--- src/rtl/pipeline_hazard_ctrl_pkg.sv ---
// +--------------------------------------------------------------------+
// | pipeline_hazard_ctrl_pkg: shared types for the hazard sequencer    |
// | rev 1.0                                                            |
// +--------------------------------------------------------------------+
`default_nettype none

package pipeline_hazard_ctrl_pkg;

  typedef enum logic [1:0] {
    ST_RUN      = 2'd0,
    ST_MEM_WAIT = 2'd1,
    ST_ERROR    = 2'd2
  } state_e;

  localparam logic [4:0] REG_ZERO = 5'd0;

  typedef struct packed {
    logic pc_write;
    logic pc_src;
    logic if_id_write;
    logic if_id_flush;
    logic id_ex_flush;
    logic ex_mem_flush;
    logic pipe_hold;
    logic dmem_req;
  } ctrl_t;

  // Everything flushed and frozen while reset is held.
  localparam ctrl_t CTRL_RESET = '{
    pc_write: 1'b0, pc_src: 1'b0, if_id_write: 1'b0,
    if_id_flush: 1'b1, id_ex_flush: 1'b1, ex_mem_flush: 1'b1,
    pipe_hold: 1'b0, dmem_req: 1'b0
  };

  localparam ctrl_t CTRL_RUN = '{
    pc_write: 1'b1, pc_src: 1'b0, if_id_write: 1'b1,
    if_id_flush: 1'b0, id_ex_flush: 1'b0, ex_mem_flush: 1'b0,
    pipe_hold: 1'b0, dmem_req: 1'b0
  };

endpackage

`default_nettype wire

--- src/rtl/pipeline_hazard_ctrl_if.sv ---
// +--------------------------------------------------------------------+
// | pipeline_hazard_ctrl_if: pipeline status in, stall/flush ctrl out  |
// | rev 1.0                                                            |
// +--------------------------------------------------------------------+
`default_nettype none

interface pipeline_hazard_ctrl_if #(
  parameter int REG_W  = 5,
  parameter int PERF_W = 16
);
  logic [REG_W-1:0]  id_rs;
  logic [REG_W-1:0]  id_rt;
  logic [REG_W-1:0]  ex_rt;
  logic              ex_mem_read;
  logic              mem_branch;
  logic              mem_zero;
  logic              mem_rd_req;
  logic              mem_wr_req;
  logic              dmem_ack;

  logic              pc_write;
  logic              pc_src;
  logic              if_id_write;
  logic              if_id_flush;
  logic              id_ex_flush;
  logic              ex_mem_flush;
  logic              pipe_hold;
  logic              dmem_req;
  logic              mem_timeout_err;
  logic [PERF_W-1:0] stall_cycles;

  modport master (
    output id_rs, id_rt, ex_rt, ex_mem_read, mem_branch, mem_zero,
           mem_rd_req, mem_wr_req, dmem_ack,
    input  pc_write, pc_src, if_id_write, if_id_flush, id_ex_flush,
           ex_mem_flush, pipe_hold, dmem_req, mem_timeout_err, stall_cycles
  );

  modport slave (
    input  id_rs, id_rt, ex_rt, ex_mem_read, mem_branch, mem_zero,
           mem_rd_req, mem_wr_req, dmem_ack,
    output pc_write, pc_src, if_id_write, if_id_flush, id_ex_flush,
           ex_mem_flush, pipe_hold, dmem_req, mem_timeout_err, stall_cycles
  );

endinterface

`default_nettype wire

--- src/rtl/pipeline_hazard_ctrl_mem_wait_timer.sv ---
// +--------------------------------------------------------------------+
// | pipeline_hazard_ctrl_mem_wait_timer: outstanding-access counter    |
// | rev 1.0                                                            |
// +--------------------------------------------------------------------+
`default_nettype none

module pipeline_hazard_ctrl_mem_wait_timer #(
  parameter int CNT_W       = 4,
  parameter int MEM_TIMEOUT = 15
) (
  input  logic clk,
  input  logic rst_n,
  input  logic clr,
  input  logic start,
  input  logic en,
  output logic tc
);

  logic [CNT_W-1:0] cnt_d;
  logic [CNT_W-1:0] cnt_q;

  // start loads 1 because the first stalled cycle happens before entering the wait state.
  always_comb begin
    cnt_d = cnt_q;
    if (clr) begin
      cnt_d = '0;
    end else if (start) begin
      cnt_d = CNT_W'(1);
    end else if (en) begin
      cnt_d = cnt_q + CNT_W'(1);
    end
  end

  always_ff @(posedge clk) begin
    if (!rst_n) begin
      cnt_q <= '0;
    end else begin
      cnt_q <= cnt_d;
    end
  end

  assign tc = (cnt_q == CNT_W'(MEM_TIMEOUT));

endmodule

`default_nettype wire

--- src/rtl/pipeline_hazard_ctrl.sv ---
// +--------------------------------------------------------------------+
// | pipeline_hazard_ctrl: stall/flush sequencer for the 5-stage pipe   |
// | rev 1.0                                                            |
// +--------------------------------------------------------------------+
`default_nettype none

module pipeline_hazard_ctrl
  import pipeline_hazard_ctrl_pkg::*;
#(
  parameter int REG_W       = 5,
  parameter int MEM_TIMEOUT = 15,
  parameter int CNT_W       = 4,
  parameter int PERF_W      = 16
) (
  input  logic                 clk,
  input  logic                 rst_n,
  pipeline_hazard_ctrl_if.slave bus
);

  state_e            state_d;
  state_e            state_q;
  logic              err_d;
  logic              err_q;
  logic [PERF_W-1:0] stall_cycles_d;
  logic [PERF_W-1:0] stall_cycles_q;

  ctrl_t ctrl;
  logic  mem_req;
  logic  branch_taken;
  logic  load_use;
  logic  advance;
  logic  tmr_start;
  logic  tmr_en;
  logic  tmr_clr;
  logic  tmr_tc;

  always_comb begin
    mem_req      = bus.mem_rd_req | bus.mem_wr_req;
    branch_taken = bus.mem_branch & bus.mem_zero;
    load_use     = bus.ex_mem_read
                 && (bus.ex_rt != REG_W'(REG_ZERO))
                 && ((bus.ex_rt == bus.id_rs) || (bus.ex_rt == bus.id_rt));
  end

  always_comb begin
    ctrl      = CTRL_RUN;
    state_d   = state_q;
    err_d     = err_q;
    advance   = 1'b0;
    tmr_start = 1'b0;
    tmr_en    = 1'b0;

    case (state_q)
      ST_RUN: begin
        ctrl.dmem_req = mem_req;
        if (mem_req && !bus.dmem_ack) begin
          ctrl.pipe_hold   = 1'b1;
          ctrl.pc_write    = 1'b0;
          ctrl.if_id_write = 1'b0;
          tmr_start        = 1'b1;
          state_d          = ST_MEM_WAIT;
        end else begin
          advance = 1'b1;
        end
      end

      ST_MEM_WAIT: begin
        ctrl.dmem_req = 1'b1;
        // The ack cycle is a normal advancing cycle on the inputs that were held.
        if (bus.dmem_ack) begin
          advance = 1'b1;
          state_d = ST_RUN;
        end else begin
          ctrl.pipe_hold   = 1'b1;
          ctrl.pc_write    = 1'b0;
          ctrl.if_id_write = 1'b0;
          if (tmr_tc) begin
            state_d = ST_ERROR;
            err_d   = 1'b1;
          end else begin
            tmr_en = 1'b1;
          end
        end
      end

      default: begin
        ctrl.pipe_hold   = 1'b1;
        ctrl.pc_write    = 1'b0;
        ctrl.if_id_write = 1'b0;
        state_d          = ST_ERROR;
        err_d            = 1'b1;
      end
    endcase

    if (advance) begin
      if (branch_taken) begin
        ctrl.pc_src       = 1'b1;
        ctrl.pc_write     = 1'b1;
        ctrl.if_id_flush  = 1'b1;
        ctrl.id_ex_flush  = 1'b1;
        ctrl.ex_mem_flush = 1'b1;
      end else if (load_use) begin
        ctrl.pc_write    = 1'b0;
        ctrl.if_id_write = 1'b0;
        ctrl.id_ex_flush = 1'b1;
      end
    end

    if (!rst_n) begin
      ctrl = CTRL_RESET;
    end
  end

  assign tmr_clr = ~(tmr_start | tmr_en);

  always_comb begin
    stall_cycles_d = stall_cycles_q;
    if (rst_n && !ctrl.pc_write && (stall_cycles_q != {PERF_W{1'b1}})) begin
      stall_cycles_d = stall_cycles_q + PERF_W'(1);
    end
  end

  always_ff @(posedge clk) begin
    if (!rst_n) begin
      state_q        <= ST_RUN;
      err_q          <= 1'b0;
      stall_cycles_q <= '0;
    end else begin
      state_q        <= state_d;
      err_q          <= err_d;
      stall_cycles_q <= stall_cycles_d;
    end
  end

  pipeline_hazard_ctrl_mem_wait_timer #(
    .CNT_W       (CNT_W),
    .MEM_TIMEOUT (MEM_TIMEOUT)
  ) u_mem_wait_timer (
    .clk   (clk),
    .rst_n (rst_n),
    .clr   (tmr_clr),
    .start (tmr_start),
    .en    (tmr_en),
    .tc    (tmr_tc)
  );

  assign bus.pc_write        = ctrl.pc_write;
  assign bus.pc_src          = ctrl.pc_src;
  assign bus.if_id_write     = ctrl.if_id_write;
  assign bus.if_id_flush     = ctrl.if_id_flush;
  assign bus.id_ex_flush     = ctrl.id_ex_flush;
  assign bus.ex_mem_flush    = ctrl.ex_mem_flush;
  assign bus.pipe_hold       = ctrl.pipe_hold;
  assign bus.dmem_req        = ctrl.dmem_req;
  assign bus.mem_timeout_err = err_q;
  assign bus.stall_cycles    = stall_cycles_q;

endmodule

`default_nettype wire
--- src/flat_wrapper.sv ---
// flat-port wrapper written by rule: the top's interface ports become plain ports
module pipeline_hazard_ctrl_flat import pipeline_hazard_ctrl_pkg::*;
#(
  parameter int REG_W       = 5,
  parameter int MEM_TIMEOUT = 15,
  parameter int CNT_W       = 4,
  parameter int PERF_W      = 16
)
  (clk, rst_n, bus_id_rs, bus_id_rt, bus_ex_rt, bus_ex_mem_read, bus_mem_branch, bus_mem_zero, bus_mem_rd_req, bus_mem_wr_req, bus_dmem_ack, bus_pc_write, bus_pc_src, bus_if_id_write, bus_if_id_flush, bus_id_ex_flush, bus_ex_mem_flush, bus_pipe_hold, bus_dmem_req, bus_mem_timeout_err, bus_stall_cycles);
  pipeline_hazard_ctrl_if #(.REG_W(REG_W), .PERF_W(PERF_W)) bus_i ();
  input  logic clk;
  input  logic rst_n;
  input wire logic [$bits(bus_i.id_rs)-1:0] bus_id_rs;
  input wire logic [$bits(bus_i.id_rt)-1:0] bus_id_rt;
  input wire logic [$bits(bus_i.ex_rt)-1:0] bus_ex_rt;
  input wire logic [$bits(bus_i.ex_mem_read)-1:0] bus_ex_mem_read;
  input wire logic [$bits(bus_i.mem_branch)-1:0] bus_mem_branch;
  input wire logic [$bits(bus_i.mem_zero)-1:0] bus_mem_zero;
  input wire logic [$bits(bus_i.mem_rd_req)-1:0] bus_mem_rd_req;
  input wire logic [$bits(bus_i.mem_wr_req)-1:0] bus_mem_wr_req;
  input wire logic [$bits(bus_i.dmem_ack)-1:0] bus_dmem_ack;
  output wire logic [$bits(bus_i.pc_write)-1:0] bus_pc_write;
  output wire logic [$bits(bus_i.pc_src)-1:0] bus_pc_src;
  output wire logic [$bits(bus_i.if_id_write)-1:0] bus_if_id_write;
  output wire logic [$bits(bus_i.if_id_flush)-1:0] bus_if_id_flush;
  output wire logic [$bits(bus_i.id_ex_flush)-1:0] bus_id_ex_flush;
  output wire logic [$bits(bus_i.ex_mem_flush)-1:0] bus_ex_mem_flush;
  output wire logic [$bits(bus_i.pipe_hold)-1:0] bus_pipe_hold;
  output wire logic [$bits(bus_i.dmem_req)-1:0] bus_dmem_req;
  output wire logic [$bits(bus_i.mem_timeout_err)-1:0] bus_mem_timeout_err;
  output wire logic [$bits(bus_i.stall_cycles)-1:0] bus_stall_cycles;
  assign bus_i.id_rs = bus_id_rs;
  assign bus_i.id_rt = bus_id_rt;
  assign bus_i.ex_rt = bus_ex_rt;
  assign bus_i.ex_mem_read = bus_ex_mem_read;
  assign bus_i.mem_branch = bus_mem_branch;
  assign bus_i.mem_zero = bus_mem_zero;
  assign bus_i.mem_rd_req = bus_mem_rd_req;
  assign bus_i.mem_wr_req = bus_mem_wr_req;
  assign bus_i.dmem_ack = bus_dmem_ack;
  assign bus_pc_write = bus_i.pc_write;
  assign bus_pc_src = bus_i.pc_src;
  assign bus_if_id_write = bus_i.if_id_write;
  assign bus_if_id_flush = bus_i.if_id_flush;
  assign bus_id_ex_flush = bus_i.id_ex_flush;
  assign bus_ex_mem_flush = bus_i.ex_mem_flush;
  assign bus_pipe_hold = bus_i.pipe_hold;
  assign bus_dmem_req = bus_i.dmem_req;
  assign bus_mem_timeout_err = bus_i.mem_timeout_err;
  assign bus_stall_cycles = bus_i.stall_cycles;
  pipeline_hazard_ctrl #(.REG_W(REG_W), .MEM_TIMEOUT(MEM_TIMEOUT), .CNT_W(CNT_W), .PERF_W(PERF_W)) u_core (.clk(clk), .rst_n(rst_n), .bus(bus_i));
endmodule
--- config.mk ---
export PLATFORM = sky130hd
export DESIGN_NAME = pipeline_hazard_ctrl_flat
export DESIGN_NICKNAME = d
export VERILOG_FILES = /design/src/rtl/pipeline_hazard_ctrl_pkg.sv /design/src/rtl/pipeline_hazard_ctrl_if.sv /design/src/rtl/pipeline_hazard_ctrl_mem_wait_timer.sv /design/src/rtl/pipeline_hazard_ctrl.sv /design/src/flat_wrapper.sv
export SDC_FILE = /design/constraint.sdc
export NUM_CORES = 1
export LEC_CHECK = 0
export CAP_MARGIN = 25
export CELL_PAD_IN_SITES_DETAIL_PLACEMENT = 1
export CELL_PAD_IN_SITES_GLOBAL_PLACEMENT = 1
export CORE_UTILIZATION = 35
export DETAILED_ROUTE_END_ITERATION = 7
export PLACE_DENSITY_LB_ADDON = 0.25
export SETUP_SLACK_MARGIN = 0.4
export SLEW_MARGIN = 25
export SYNTH_ARGS = -nofsm -noshare
export SYNTH_HDL_FRONTEND = slang
export SYNTH_SLANG_ARGS = --single-unit
--- constraint.sdc ---
create_clock -name clk -period 3.3 [get_ports clk]
set_clock_uncertainty 0.15 [all_clocks]
set_input_delay 0.66 -clock clk [delete_from_list [all_inputs] [get_ports clk]]
set_output_delay 0.66 -clock clk [all_outputs]
set_load 0.05 [all_outputs]
== After elaboration in Yosys (flattened, before gate mapping) ==
Index checks and enable logic that the tools add are counted.

* Multiplexer cells: 27
* Eq/ne operators: 9
* Add/sub/neg operators: 2
* Reduce and logical (&&, ||, !) cells: 15
* Bitwise operators: 6

{| class="wikitable"
|+ Operator list
! kind !! count
|-
| 2-to-1 mux 1 bit || 17
|-
| adder 16 x 1 -> 16 bit (second input constant) || 1
|-
| != test 16 bit (second input constant) || 1
|-
| == test 5 bit || 2
|-
| 2-to-1 mux 8 bit || 1
|-
| one-hot mux 1 bit (2 select lines) || 4
|-
| 2-to-1 mux 2 bit || 3
|-
| 2-to-1 mux 6 bit || 1
|-
| logical AND 1 bit || 5
|-
| nonzero test 5 bit || 1
|-
| adder 4 x 1 -> 4 bit (second input constant) || 1
|-
| == test 4 bit (second input constant) || 1
|-
| != test 2 x 1 -> 1 bit (second input constant) || 2
|-
| one-hot mux 2 bit (2 select lines) || 1
|-
| AND reduction 2 bit || 2
|-
| != test 3 x 2 -> 1 bit (second input constant) || 1
|-
| inverter 1 bit || 3
|-
| AND reduction 3 bit || 1
|-
| OR reduction 3 bit || 1
|-
| == test 2 x 1 -> 1 bit (second input constant) || 1
|-
| zero test 1 bit || 2
|-
| zero test 2 bit || 1
|-
| != test 2 bit (second input constant) || 1
|-
| OR 1 bit || 2
|-
| other kinds (3) || 3
|}

* Output and inout port bits: 25
* Flip-flop bits (word level): 23
* Word-level logic and storage cells: 64
* Input port bits: 23

== Logic depth before layout (Yosys ltp) ==
* Word-level depth: 10
* Depth in mapped cells: 9
* Gate-level depth less buffers: 7

== Hierarchy ==
A second synthesis with hierarchy kept.

* Cells, all modules: 165
* Area total of the unflattened synthesis: 1370.1 µm²

{| class="wikitable"
|+ By module, submodules not included
! module !! area each (µm²) !! instances !! cells an instance
|-
| pipeline_hazard_ctrl || 1171.1 || 1 || 146
|-
| pipeline_hazard_ctrl_mem_wait_timer || 198.9 || 1 || 19
|}

== Worst setup path before layout ==
Ideal clock, no wire load.

* Path kind: input port to output port
* From: input port bus_ex_rt[0]
* To: output port bus_pc_write
* Path slack: -224 ps
* Buffers on the path: 1
* Stages on the path: 5
* Arrival time: 2714 ps
* Path through: or4_1 o21ai_2 inv_1 a31oi_1 buf_4

* Cells in the longest elaborated chain, start to end: 7

{| class="wikitable"
|+ RTL lines
! what !! RTL line !! RTL
|-
| from (decl) || flat_wrapper.sv:15 || <nowiki>input wire logic [$bits(bus_i.ex_rt)-1:0] bus_ex_rt;</nowiki>
|-
| == test 5 bit / nonzero test 5 bit (equally long branches) || pipeline_hazard_ctrl.sv:42, pipeline_hazard_ctrl.sv:41 ||
|-
| logical OR 1 bit / logical AND 1 bit (equally long branches) || pipeline_hazard_ctrl.sv:42, pipeline_hazard_ctrl.sv:41 ||
|-
| logical AND 1 bit (*) || pipeline_hazard_ctrl.sv:42 || <nowiki>&& ((bus.ex_rt == bus.id_rs) || (bus.ex_rt == bus.id_rt));</nowiki>
|-
| 2-to-1 mux 1 bit (*) || pipeline_hazard_ctrl.sv:102 || <nowiki>end else if (load_use) begin</nowiki>
|-
| 2-to-1 mux 1 bit (*) || pipeline_hazard_ctrl.sv:96 || <nowiki>if (branch_taken) begin</nowiki>
|-
| 2-to-1 mux 6 bit (*) || pipeline_hazard_ctrl.sv:95 || <nowiki>if (advance) begin</nowiki>
|-
| 2-to-1 mux 8 bit (*) || pipeline_hazard_ctrl.sv:109 || <nowiki>if (!rst_n) begin</nowiki>
|-
| to (decl) || flat_wrapper.sv:22 || <nowiki>output wire logic [$bits(bus_i.pc_write)-1:0] bus_pc_write;</nowiki>
|}

Every way passes the cells marked *; elsewhere a longest branch is shown, timed or not.

== Worst setup path after layout ==
* From: input port bus_ex_rt[4]
* To: output port bus_pc_write

The elaborated chain is that of the path after synthesis.

==> flow_summary.ini <==
[status]
status = finished, final reports clean

[sta]
rsz0062_at_grt = no
min_period_ns = 2.86
max_freq_mhz = 349
setup_viol = 0
maxSlewHeadroom_pct = 65.0
hold_viol = 0
period_share_pct = 86.7
drv_slew = 0
worstMarginPinSlew_ns = 0.525
finalSetupTns_ns = 0

[synthesis]
yosysSeqAreaShare_pct = 33.2
syn_avg_cell_area_um2 = 9.06
syn-instance-count = 153
yosysWarnings = 0
synth_seq_cells = 23
ys.flop_type = dfxtp_1
synthesis.nets = 178
yosys.area.top_type = dfxtp_1
synth-edff-count = 0
synthTopCellsByArea = dfxtp_1, xnor2_1, nand2_1
yosys.area.top_type_share_pct = 33.2
ys_types = 50
async_flop_share_pct = 0
synth_area_mm2 = 0.00139

[drt]
wl_mm = 4.09
avgRoutedWirePerCell_um = 16.0
vias = 1409
viasPerCell = 5.53
dr.pass1.iters = 4
postRouteAntennaNets = 0
drt_iter0_markers = 85
route.detailed.drc = 0

[worst_setup_path]
path_delay_family = buffers and inverters
criticalPathCategory = in2out
arrival_ns = 2.05
slowest_stage = or4_4
required_ns = 2.49
endpoint_kind = output pin
crit_path_max_fanout = 3
startpoint_type = input port
crit_chain = dlygate4sd2_1 -> or4_4 -> o21ai_2 -> inv_2 -> a31oi_4 -> buf_12
path_buf_inv = 3
cp_slowest_stage_delay_ns = 0.42

[clocking]
clk_pin_slew_ns = 0.08
clkSinkCount = 23
cts_buffers = 3
tritoncts = done
clk_path_buf_depth = 2
clock-root-buffer = clkbuf_8
clk_latency_ns = 0.27
htreeDepth = 1
hold_buffers = 0

[pwr]
p_leak_nw = 0.734
vdd_drop_max_mv = 0.130
power_density_mw_per_mm2 = 308

[place]
hpwl_mm = 3.23
io_buffers = 47
place_inst = 249
place_congestion = 0.706

[worst_hold_path]
hold_class = reg2reg

[finish]
fin_nets = 233
nFillCells = 439
layout_common_cells = clkdlybuf4s50_1, dfxtp_1, nand2_1
multiInputGateArea_um2 = 876
area_growth_pct = 49.3
stdcell_count = 255
num_antenna_cells = 0
post-route-util_pct = 55.7
drive_gt1_share_pct = 21.3
regArea_um2 = 460
final_common_cell = clkdlybuf4s50_1

[global_route]
grt_pass1_vias = 1504
use_met1_pct = 21.3
grt_usage_pct = 20.5
grt_busiest_layer = met2
antenna_found_initial = 0
grt_start_max_net_pins = 14
overflow = 0
grt_use_met3_pct = 2.64
grt_pass1_wl_mm = 6.68
met2_usage_pct = 42.2

[job]
cap_violations = 0

[die]
coreArea_mm2 = 0.00372
die-area_mm2 = 0.00422
start_util_pct = 37.3
row_count = 22
die_w_um = 64.9
pin_count = 48
fp.dieH_um = 64.9
-- worst paths after layout --
| path | start | end | slack, ns | cells after the start |
|---|---|---|---|---|
| max | bus_ex_rt[4] | bus_pc_write | 0.44 | 6 |
| min | u_core.bus.mem_timeout_err | u_core.bus.mem_timeout_err | 0.33 | 1 |
| max reg2reg | u_core.bus.stall_cycles[0] | u_core.bus.stall_cycles[13] | 1.00 | 8 |
| min reg2reg | u_core.bus.mem_timeout_err | u_core.bus.mem_timeout_err | 0.33 | 1 |
-- worst register-to-register path: cells and delay by family (launching register included) --
family / cells / cell delay [ns]
buf+inv: 1 / 0.22
simple gates: 3 / 0.59
fa+ha+maj: 1 / 0.25
flops: 1 / 0.37
compound gates: 3 / 0.66
-- cells by family after synthesis --
| family | synth area share, % |
|---|---|
| xor+xnor | 8.12 |
| buf+inv | 6.23 |
| mux | 2.17 |
| compound gates | 24.6 |
| simple gates | 23.8 |
| fa+ha+maj | 1.80 |
| flops | 33.2 |
-- cells in the mapped netlist (all sizes together), types with 2 or more instances --
master,count
a21o,2
o21ai,7
dfxtp,23
nand2b,2
nor4,2
a21boi,2
nand3,7
nor3,2
xnor2,11
o21bai,2
a221oi,2
mux2i,3
or4,4
o311a,2
o311ai,2
nor2,12
buf,7
nand2,15
ha,2
o41ai,2
a21oi,7
o31ai,6
or3,3
or2b,2
nand4,5
o211ai,4
inv,4
-- registers in the layout, indices dropped and copies added, names as in the netlist --
signal	cells
u_core.bus.stall_cycles	16
u_core.state_q	2
u_core.u_mem_wait_timer.cnt_q	4
u_core.bus.mem_timeout_err	1
-- report_power, final --
| part | total, mW | internal (mW) | switching [mW] | leakage (nW) |
|---|---|---|---|---|
| registers | 0.285 | 0.281 | 0.00399 | 0.186 |
| logic | 0.177 | 0.0858 | 0.0911 | 0.523 |
| clock network | 0.176 | 0.0843 | 0.0921 | 0.0255 |
| total | 0.638 | 0.451 | 0.187 | 0.734 |
-- final cells by class --
class / instances / share of cell area, %
Sequential cell: 23 / 22.2
Clock buffer: 3 / 2.00
Tap cell: 48 / 2.90
Clock inverter: 1 / 0.242
Multi-Input combinational cell: 118 / 42.3
Timing Repair Buffer: 57 / 29.4
Inverter: 5 / 0.907
-- through the flow --
| stage | instance area, um2 | hold slack [ns] | setup WS [ns] | power (mW) |
|---|---|---|---|---|
| finish | 2070 | 0.334 | 0.438 | 0.638 |
| global route | 2070 | 0.365 | 0.401 | 0.666 |
| CTS | 2080 | 0.343 | 0.412 | 0.644 |
| detailed placement | 2010 | 0.318 | 0.0954 | 0.465 |
| global placement | 2010 | 0.310 | 0.145 | 0.459 |
| floorplan | 1410 | 0.320 | 0.403 | 0.386 |
-- layer usage --
layer / up-vias / routed length [um]
met4: 0 / 48
met5: - / 0
li1: 675 / -
met3: 6 / 147
met1: 688 / 1560
met2: 40 / 2330
-- what timing repair did --
item | 4_1_cts | 5_1_grt
pin swaps | 8 | 4
resized for setup | 13 | 5
buffers inserted | 2 | 0
endpoints found under the setup margin | 6 | 6
No activity file was read; power rests on OpenSTA's default activity.
